<file path="config.mk">
export PLATFORM = sky130hd
export DESIGN_NAME = uart_tx
export DESIGN_NICKNAME = d
export VERILOG_FILES = /design/src/rtl/uart_tx.sv
export SDC_FILE = /design/constraint.sdc
export NUM_CORES = 1
export LEC_CHECK = 0
export CORE_UTILIZATION = 55
export CTS_BUF_LIST = sky130_fd_sc_hd__clkbuf_16
export DETAILED_ROUTE_END_ITERATION = 10
export PLACE_DENSITY = 0.78
export SLEW_MARGIN = 20
export SYNTH_ARGS = -nofsm -noshare
export SYNTH_HDL_FRONTEND = slang
export SYNTH_SLANG_ARGS = --single-unit
</file>
<file path="constraint.sdc">
create_clock -name i_clock -period 2.7 [get_ports i_clock]
set_clock_uncertainty 0.2 [all_clocks]
set_input_delay 0.675 -clock i_clock [delete_from_list [all_inputs] [get_ports i_clock]]
set_output_delay 0.675 -clock i_clock [all_outputs]
set_load 0.01 [all_outputs]
</file>
<file path="src/rtl/uart_tx.sv">
// uart_tx: 8N1 UART transmitter with a 16x oversampling baud divider.
// Define UART_TX_PARITY_EN to append an even-parity bit after the data.
module uart_tx #(
    parameter int unsigned CLOCK     = 50_000_000,
    parameter int unsigned BAUD_RATE = 19200,
    parameter int unsigned N_BITS    = 8,
    parameter int unsigned SB_TICKS  = 16
) (
    input  logic              i_clock,
    input  logic              i_reset,
    input  logic              i_tx_start,
    input  logic [N_BITS-1:0] i_tx_data,
    output logic              o_tx,
    output logic              o_tx_done_tick,
    output logic              o_busy
);

    localparam int unsigned DIV  = (CLOCK + BAUD_RATE * 8) / (BAUD_RATE * 16);
    localparam int unsigned DW   = (DIV > 1) ? $clog2(DIV) : 1;
    localparam int unsigned SMAX = (SB_TICKS > 16) ? SB_TICKS : 16;
    localparam int unsigned SW   = $clog2(SMAX);
    localparam int unsigned NW   = (N_BITS > 1) ? $clog2(N_BITS) : 1;

`ifdef UART_TX_PARITY_EN
    typedef enum logic [2:0] {IDLE, START, DATA, PARITY, STOP} state_t;
`else
    typedef enum logic [1:0] {IDLE, START, DATA, STOP} state_t;
`endif

    state_t            state;
    logic [DW-1:0]     div_cnt;
    logic [SW-1:0]     s_cnt;
    logic [NW-1:0]     n_cnt;
    logic [N_BITS-1:0] shreg;
`ifdef UART_TX_PARITY_EN
    logic              par;
`endif

    logic tick;
    logic last_stop;
    logic accept;

    // Oversample tick, final stop cycle and frame acceptance.
    always_comb begin
        tick      = (div_cnt == DW'(DIV - 1));
        last_stop = (state == STOP) && tick && (s_cnt == SW'(SB_TICKS - 1));
        accept    = i_tx_start && ((state == IDLE) || last_stop);
    end

    // The done tick is decoded from registered state only.
    assign o_tx_done_tick = last_stop;

    // Frame sequencer, baud divider and serial output register.
    always_ff @(posedge i_clock) begin
        if (i_reset) begin
            state   <= IDLE;
            div_cnt <= '0;
            s_cnt   <= '0;
            n_cnt   <= '0;
            shreg   <= '0;
            o_tx    <= 1'b1;
            o_busy  <= 1'b0;
`ifdef UART_TX_PARITY_EN
            par     <= 1'b0;
`endif
        end else begin
            if (state == IDLE || tick) begin
                div_cnt <= '0;
            end else begin
                div_cnt <= div_cnt + DW'(1);
            end
            if (accept) begin
                state  <= START;
                shreg  <= i_tx_data;
                s_cnt  <= '0;
                n_cnt  <= '0;
                o_tx   <= 1'b0;
                o_busy <= 1'b1;
`ifdef UART_TX_PARITY_EN
                par    <= ^i_tx_data;
`endif
            end else begin
                unique case (state)
                    IDLE: begin
                        o_tx   <= 1'b1;
                        o_busy <= 1'b0;
                    end
                    START: begin
                        if (tick) begin
                            if (s_cnt == SW'(15)) begin
                                s_cnt <= '0;
                                state <= DATA;
                                o_tx  <= shreg[0];
                            end else begin
                                s_cnt <= s_cnt + SW'(1);
                            end
                        end
                    end
                    DATA: begin
                        if (tick) begin
                            if (s_cnt == SW'(15)) begin
                                s_cnt <= '0;
                                if (n_cnt == NW'(N_BITS - 1)) begin
`ifdef UART_TX_PARITY_EN
                                    state <= PARITY;
                                    o_tx  <= par;
`else
                                    state <= STOP;
                                    o_tx  <= 1'b1;
`endif
                                end else begin
                                    n_cnt <= n_cnt + NW'(1);
                                    shreg <= shreg >> 1;
                                    o_tx  <= shreg[1];
                                end
                            end else begin
                                s_cnt <= s_cnt + SW'(1);
                            end
                        end
                    end
`ifdef UART_TX_PARITY_EN
                    PARITY: begin
                        if (tick) begin
                            if (s_cnt == SW'(15)) begin
                                s_cnt <= '0;
                                state <= STOP;
                                o_tx  <= 1'b1;
                            end else begin
                                s_cnt <= s_cnt + SW'(1);
                            end
                        end
                    end
`endif
                    STOP: begin
                        if (tick) begin
                            if (s_cnt == SW'(SB_TICKS - 1)) begin
                                s_cnt  <= '0;
                                state  <= IDLE;
                                o_tx   <= 1'b1;
                                o_busy <= 1'b0;
                            end else begin
                                s_cnt <= s_cnt + SW'(1);
                            end
                        end
                    end
                    default: begin
                        state <= IDLE;
                    end
                endcase
            end
        end
    end

endmodule

</file>
==> Word level (Yosys, flattened, before mapping) <==
Index checks and enable logic that the tools add are counted.
{ "op_classes": {"add_sub_neg": 3, "eq_ne": 21, "muxes": 28, "bitwise": 1, "n_reduce_logical": 22} }
{ "op_table": {"columns": ["operator", "count"], "rows": [
  ["$mux 8", 5],
  ["$ne 3x3->1 const B", 6],
  ["$reduce_and 8->1", 2],
  ["$mux 2", 7],
  ["$ne 2x2->1 const B", 7],
  ["$mux 1", 12],
  ["$add 8x1->8 const B", 1],
  ["$eq 8x8->1 const B", 1],
  ["$reduce_and 4->1", 2],
  ["$pmux 2 s3", 1],
  ["$reduce_and 6->1", 1],
  ["$reduce_bool 2->1", 3],
  ["$reduce_bool 3->1", 2],
  ["$add 4x1->4 const B", 1],
  ["$eq 2x2->1 const B", 2],
  ["$eq 4x4->1 const B", 1],
  ["$mux 4", 1],
  ["$pmux 1 s4", 1],
  ["$reduce_bool 4->1", 1],
  ["$reduce_or 2->1", 2],
  ["$add 3x1->3 const B", 1],
  ["$eq 3x3->1 const B", 1],
  ["$logic_and 1x1->1", 3],
  ["$ne 3x2->1 const B", 1],
  ["other kinds (9)", 10]
]} }
{ "word_totals": {"ff_bits": 27, "input_bits": 11, "output_inout_bits": 3} }

==> Longest topological paths before layout <==
Gate-level depths: netlist (run 1).
{ "logic_depth": {"ltp_word": 7, "mapped_depth": 7, "ltp_nobuf": 6} }

==> Least setup slack after synthesis (run 1) <==
No wires, ideal clock.
{ "synth_path": {"path_type": "reg2out", "from": "register s_cnt[0]", "to": "output o_tx_done_tick", "arrival_ps": 1114, "t_required_ps": 1825, "slack_ps": 711, "stages_incl_launch_ff": 6, "path_buffers": 1, "path_cell_list": "dfxtp_1 ha_1 and3_1 buf_1 nand4_1 inv_1"} }
{ "synth_between": {"elab_chain_cells": 2} }
{ "synth_lines": {"columns": ["element", "line_no", "rtl"], "rows": [
  ["start, declared", "32", "logic [SW-1:0] s_cnt;"],
  ["start signal, assigned", "95", "s_cnt <= s_cnt + SW'(1);"],
  ["start signal, assigned", "117", "s_cnt <= s_cnt + SW'(1);"],
  ["start signal, assigned", "142", "s_cnt <= s_cnt + SW'(1);"],
  ["$eq 4x4->1", "46", "last_stop = (state == STOP) && tick && (s_cnt == SW'(SB_TICKS - 1));"],
  ["$logic_and 1x1->1", "46", null],
  ["end, declared", "14", "output logic o_tx_done_tick,"]
]} }
Every way passes these cells.

==> Worst setup path after layout (run 1) <==
{ "layout_path": {"from": "register s_cnt[1]", "to": "output o_tx_done_tick"} }
Same word-level chain as after synthesis.

==> summary.md, run 1 <==
| Metric | Value |
|---|---|
| Status | complete, no violations |
| Drt wl/cell | between 10 and 15 um |
| Vias in the first global route | roughly 1100 |
| Flop pwr share | a little under half |
| Total Nets Final | 184 |
| Synth warnings | 0 |
| DRT Pass-1 Iters | 4 |
| Setup TNS | 0 ps |
| DR vias/cell | 6.00 |
| Clk_lat worst skew | approximately 260 ps |
| Syn_area_per_cell | 9.26 sq um |
| Comb power frac | between 10% and 20% |
| Synth area leaders | dfxtp_1 (40%), ha_1 (9.2%), mux2i_1 (6.6%) |
| First-pass GRT wire length | approximately 4.7 mm |
| CTS tree | built |
| Die ar. | between 0.002 and 0.003 sq mm |
| # DRC | 0 |
| Internal | 714 uW |
| M2 GR Usage | 44.2% |
| Clock network fraction of design power | between 30% and 40% |
| Fmax | 0.409 GHz |
| Slew @ Worst Pin | 381 ps |
| Final Setup Violations | 0 |
| Routed wire length | 2.77 mm |
| # rows | 17 |
| Reg2reg setup slack | between 400 and 500 ps |
| Layout cell share with drive strength beyond 1 | about 9.3% |
| Most frequent cells after synthesis | dfxtp_1 (27), nor2_1 (16), a21oi_1 (13) |
| EDFF count, synth | 0 |
| Clk slew on worst S/H paths | about 60 ps |
| Max-slew violations | 0 |
| Share of the synthesized area in the top cell type | 39.7% |
| Kind of critical path | flip-flop to output port |
| Crit Path Max Fanout | 6 |
| CP Data Arrival Time | 1570 ps |
| Mapped Nets | 168 |
| Diodes inserted | 0 |
| CTS H-tree depth | 1 |
| Boundary pin count | 14 |
| Clock Sinks | 27 |
| Min Tclk post-route | 2440 ps |
| Hold path depth | 2 |
| CTS Hold Bufs | 0 |
| Hold crit path type | flip-flop to flip-flop |
| Initial core utilization | between 50% and 60% |
| Num CTS Buffers | 3 |
| GRT busiest layer | met2 |
| RePlAce Congestion | between 0.9 and 1 |
| Seq/Total Area, Yosys | 39.7% |
| Async set-or-reset flop fraction in the synthesized netlist | 0% |
| Via count | 1140 |
| Crit start category | flip-flop |
| RSZ-0062 raised after global routing | false |
| Syn Inst Count | 147 |
| Worst endpoint required time | 1820 ps |
| Post-Syn Area | 0.00136 sq mm |
| PwrDens | 597 mW/mm^2 |
| Final hold vios | 0 |
| Leakage | 0.000681 uW |
| ANT nets after route | 0 |
| Max-cap violations | 0 |
| Area Overhead vs Synth | 18.8% |
| Root Buffer | clkbuf_16 |
| CP Capture Type | output port |
| Switching Share | 26.2% |
| Synth area leader | dfxtp_1 |
| Largest net degree at the start of global routing | 16 |
| Slew headroom | between 70 and 80% |
| Grt met1 use | 25.1% |
| Path depth of the worst reg2reg path | 7 |
| Post-DP HPWL | roughly 2 mm |
| P_sw | 253 uW |
| Ys flop type | dfxtp_1 |
| WHS | ~270 ps |
| Core footprint | 0.00228 sq mm |
| Die Y | 51.8 um |
| Distinct cells, synth | 40 |
| FF+latch count, synth | 27 |
| Peak supply drop | about 630 uV |
| Gr usage total | between 20% and 30% |
| Initial antenna violation count | 0 |
| Final period util | 90.6% |
| Chip width | slightly above 50 um |
| Fill count | 179 |
| CTS max path bufs | 2 |
| Port buffer count | 13 |
| Grt ovf | 0 |
| M3 GR Usage | 6.14% |
| DR iter-0 viols | 44 |
| Most frequent cell after synthesis | dfxtp_1 |
==> layout make-up <==
cell class | instances | area [sq um] | share of cell area (%)
Inverter | 6 | 22.5 | 1.39
Tap cell | 28 | 35.0 | 2.17
Clock buffer | 3 | 75.1 | 4.64
Timing Repair Buffer | 17 | 159 | 9.82
Sequential cell | 27 | 543 | 33.6
Multi-Input combinational cell | 108 | 778 | 48.1
Clock inverter | 1 | 5.00 | 0.309
==> power by group through the flow <==
stage	Combinational [uW]	Clock, uW	Sequential, uW
finish	188	331	448
global route	209	353	451
CTS	186	340	448
detailed placement	184	0	456
global placement	178	0	453
floorplan	125	0	453
==> flip-flops by register name, summed over array words and instances, names as in the netlist <==
name and count:
div_cnt 8, shreg 8, s_cnt 4, n_cnt 3
state 2, o_busy 1, o_tx 1
==> timing repair <==
item                                    CTS  global route
resized for setup                         5             0
hold endpoints to repair                  0             0
setup buffers                             2             0
endpoints found under the setup margin    1             0
==> stage by stage <==
stage / total power [uW] / setup WS, ps / util [%] / instances / cell area (sq um)
2_1_floorplan: 578 / 711 / - / 147 / 1360
3_3_place_gp: 631 / 156 / 66.5 / 184 / 1510
3_5_place_dp: 639 / 78.0 / 66.5 / 184 / 1510
4_1_cts: 973 / 250 / 71.1 / 190 / 1620
5_1_grt: 1010 / 162 / 71.1 / 190 / 1620
6_report: 967 / 255 / 71.1 / 190 / 1620
==> metal layers <==
layer / routed length (um) / vias to the layer above
met5: 0 / -
met4: 0 / 0
met3: 137 / 0
met2: 1430 / 34
met1: 1210 / 543
li1: - / 563
==> worst max-delay path, cell delays in order, from the launching register on <==
cell and delay [ps]:
dfxtp_2 360, ha_1 190, and3_2 250, nand4_1 160, inv_1 80, dlygate4sd2_1 270
==> cells in the final DEF, fill, tap and decap left out, drive strengths merged, types with 2 or more instances in the layout <==
cell type      count
a21oi             13
and3               2
buf                4
clkbuf             3
clkdlybuf4s50     12
clkinv             2
dfxtp             27
ha                10
inv                5
mux2i              9
nand2              5
nand2b             2
nand3              5
nand3b             2
nand4              3
nand4b             2
nor2              16
nor2b              2
nor3               3
o21ai              3
o31ai              7
or3                2
xnor2              3
xor2               5
==> final timing paths <==
kind,from,to
worst max-delay path,s_cnt[1]$_SDFFE_PP0P_,o_tx_done_tick
worst min-delay path,n_cnt[2]$_SDFFE_PP0P_,n_cnt[2]$_SDFFE_PP0P_
worst max register to register,div_cnt[0]$_SDFF_PP0_,state[0]$_SDFFE_PP0P_
worst min register to register,n_cnt[2]$_SDFFE_PP0P_,n_cnt[2]$_SDFFE_PP0P_
==> cell families after synthesis <==
kind of cell	Yosys count	synth area share, %
XOR/XNOR	8	5.15
AO/OA/AOI/OAI	30	14.2
multiplexers	9	6.62
buffers and inverters	12	3.68
adder cells (fa/ha/maj)	10	9.19
flip-flops	27	39.7
AND/OR/NAND/NOR	51	21.4
Note: power is estimated with default switching activity, not from simulation.
==> run 2: changes to the inputs <==
--- a/config.mk
+++ b/config.mk
@@ -8,7 +8,9 @@
 export CORE_UTILIZATION = 55
 export CTS_BUF_LIST = sky130_fd_sc_hd__clkbuf_16
 export DETAILED_ROUTE_END_ITERATION = 10
-export PLACE_DENSITY = 0.78
+export DONT_BUFFER_PORTS = 1
+export GPL_ROUTABILITY_DRIVEN = 0
+export PLACE_DENSITY = 0.7
 export SLEW_MARGIN = 20
 export SYNTH_ARGS = -nofsm -noshare
 export SYNTH_HDL_FRONTEND = slang
==> run 2 against run 1 <==
Critical path depth stayed put. Non-clock buffer count is 15 lower. Sequential power hardly changed. Total power is 3.2% lower. Count of clock-buffer cells in the layout stayed put. Global-route usage is 2.4 points lower. Final cell count is 7.9% lower. Worst hold slack worse by 15 ps. Sequential share of layout area is 3.4 points higher. Register-to-register slack hardly changed. Setup slack better by 26 ps.
==> summary.md, run 2 (same netlist as run 1, synthesis figures left out) <==
| Metric | Value |
|---|---|
| CP Cell Sequence | inv_1 > ha_1 > nor3b_2 > nand4_1 > inv_1 (was ha_1 > and3_2 > nand4_1 > inv_1 > dlygate4sd2_1) |
| Initial antenna violation count | 0 (unchanged) |
| Worst endpoint required time | 1820 ps (about the same) |
| Area Overhead vs Synth | 7.44% (was 18.8%) |
| Grt ovf | 0 (unchanged) |
| Port buffer count | 0 (was 13) |
| Multi-input logic area | 771 sq um (was 778 sq um) |
| CP peak stage delay | 370 ps (was 360 ps) |
| Min Tclk post-route | 2420 ps (was 2440 ps) |
| Diodes inserted | 0 (unchanged) |
| RSZ-0062 raised after global routing | false (unchanged) |
| Most frequent cells in the layout | dfxtp_1 (27), nor2_1 (16), a21oi_1 (13) (was dfxtp_1 (25), nor2_1 (16), a21oi_1 (13)) |
| Max-slew violations | 0 (unchanged) |
| Post-DP HPWL | 1.84 mm (was 1.98 mm) |
| DR vias/cell | 5.99 (was 6.00) |
| Die ar. | 0.00268 sq mm (unchanged) |
| Num CTS Buffers | 3 (unchanged) |
| CTS max path bufs | 2 (unchanged) |
| Setup TNS | 0 ps (unchanged) |
| Slew @ Worst Pin | 556 ps (was 381 ps) |
| Register area | 541 sq um (was 543 sq um) |
| ANT nets after route | 0 (unchanged) |
| PwrDens | 640 mW/mm^2 (was 597 mW/mm^2) |
| Clk slew on worst S/H paths | 60 ps (about the same) |
| Status | complete, no violations (unchanged) |
| Routed wire length | 2.49 mm (was 2.77 mm) |
| Biggest regs | div_cnt (8), shreg (8), s_cnt (4) (unchanged) |
| Drt wl/cell | 14.2 um (was 14.6 um) |
| Fmax | 0.413 GHz (was 0.409 GHz) |
| Max-cap violations | 0 (unchanged) |
| Clk_lat worst skew | 260 ps (about the same) |
| Largest net degree at the start of global routing | 15 (was 16) |
| Initial core utilization | 59.8% (unchanged) |
| Critical path's most frequent cell | inv_1 |
| CP Data Arrival Time | 1540 ps (was 1570 ps) |
| Crit path max-delay family | simple AND/OR/NAND/NOR gates (unchanged) |
| Crit Path Max Fanout | 7 (was 6) |
| Core footprint | 0.00228 sq mm (unchanged) |
| Fill count | 195 (was 179) |
| Slew headroom | 62.4% (was 74.5%) |
| Setup WS post-layout | 281 ps (was 255 ps) |
| Die Y | 51.8 um (unchanged) |
| Postcts setup bufs | 0 (was 2) |
| CTS H-tree depth | 1 (unchanged) |
| Critical path's slowest cell | nor3b_2 (was dfxtp_2) |
| Leading cell type in the layout, fill and taps excluded | dfxtp_1 (unchanged) |
| Crit start category | flip-flop (unchanged) |
| Final hold vios | 0 (unchanged) |
| Peak supply drop | 465 uV (was 634 uV) |
| Vias in the first global route | 993 (was 1122) |
| Cts repair resizes | 0 (was 5) |
| DRT Pass-1 Iters | 4 (unchanged) |
| Via count | 1048 (was 1140) |
| DR iter-0 viols | 14 (was 44) |
| Kind of critical path | flip-flop to output port (unchanged) |
| Buf/Inv on CP | 2 (unchanged) |
| CP Capture Type | output port (unchanged) |
| # DRC | 0 (unchanged) |
| Final Setup Violations | 0 (unchanged) |
| Hold crit path type | flip-flop to flip-flop (unchanged) |
| Root Buffer | clkbuf_16 (unchanged) |
| Clock Sinks | 27 (unchanged) |
| CTS Hold Bufs | 0 (unchanged) |
| Gr usage total | 21.0% (was 23.4%) |
| First-pass GRT wire length | 4.17 mm (was 4.66 mm) |
| Placement Setup Slack | 498 ps (was 78.0 ps) |
| Layout cell share with drive strength beyond 1 | 6.12% (was 9.26%) |
| Final period util | 89.6% (was 90.6%) |
| Leakage | 0.000620 uW (was 0.000681 uW) |
| Chip width | 51.8 um (unchanged) |
| CTS tree | built (unchanged) |
| # rows | 17 (unchanged) |
| Total Nets Final | 169 (was 184) |
| Boundary pin count | 14 (unchanged) |
-- run 2: cell count changes in the layout (fill, tap and decap cells not counted), sizes merged --
cell           delta
clkinv            -1
buf               -2
inv               +1
dlygate4sd2       -1
clkdlybuf4s50    -12
-- run 2: routing by layer --
layer,up-vias,routed length [um],global-route usage (%)
met3,5,84,4.39
met4,0,47,9.91
met2,20,1200,34.4
met5,-,0,0
li1,530,-,-
met1,493,1160,26.2
-- run 2: final timing paths --
| path | startpoint | endpoint | slack [ps] | cells after the start |
|---|---|---|---|---|
| hold / removal | n_cnt[1]$_SDFFE_PP0P_ | n_cnt[1]$_SDFFE_PP0P_ | 260 | 2 |
| hold reg to reg | n_cnt[1]$_SDFFE_PP0P_ | n_cnt[1]$_SDFFE_PP0P_ | 260 | 2 |
| setup / recovery | div_cnt[0]$_SDFF_PP0_ | o_tx_done_tick | 280 | 5 |
| setup reg to reg | div_cnt[0]$_SDFF_PP0_ | o_tx$_SDFFE_PP1P_ | 490 | 6 |
-- run 2: tightest hold or removal path, cell delays in order, from the launching register on --
cell	delay (ps)
dfxtp_1	310
nand2_1	50
a21oi_1	50
-- run 2: metrics by stage --
| step | hold slack [ps] | instances | total power [uW] | area [sq um] | util, % |
|---|---|---|---|---|---|
| 3_3_place_gp | 242 | 171 | 606 | 1380 | 60.8 |
| 2_1_floorplan | 236 | 147 | 578 | 1360 | - |
| 6_report | 256 | 175 | 935 | 1460 | 64.3 |
| 4_1_cts | 258 | 175 | 941 | 1460 | 64.3 |
| 3_5_place_dp | 249 | 171 | 614 | 1380 | 60.8 |
| 5_1_grt | 269 | 175 | 981 | 1460 | 64.3 |
-- run 2: final cells by class --
| cell class | instances | share of cell area (%) |
|---|---|---|
| inverters | 6 | 1.54 |
| clock inverters | 1 | 0.257 |
| clock buffers | 3 | 5.13 |
| flip-flops and latches | 27 | 37.0 |
| repair buffers | 2 | 1.03 |
| well taps | 28 | 2.40 |
| multi-input cells | 108 | 52.7 |
-- run 2: report_power, final --
group	leakage (uW)	switching, uW	internal (uW)
clock	0.0000423	131	198
sequential	0.000220	22.4	428
combinational	0.000357	93.1	63.2
total	0.000620	246	689
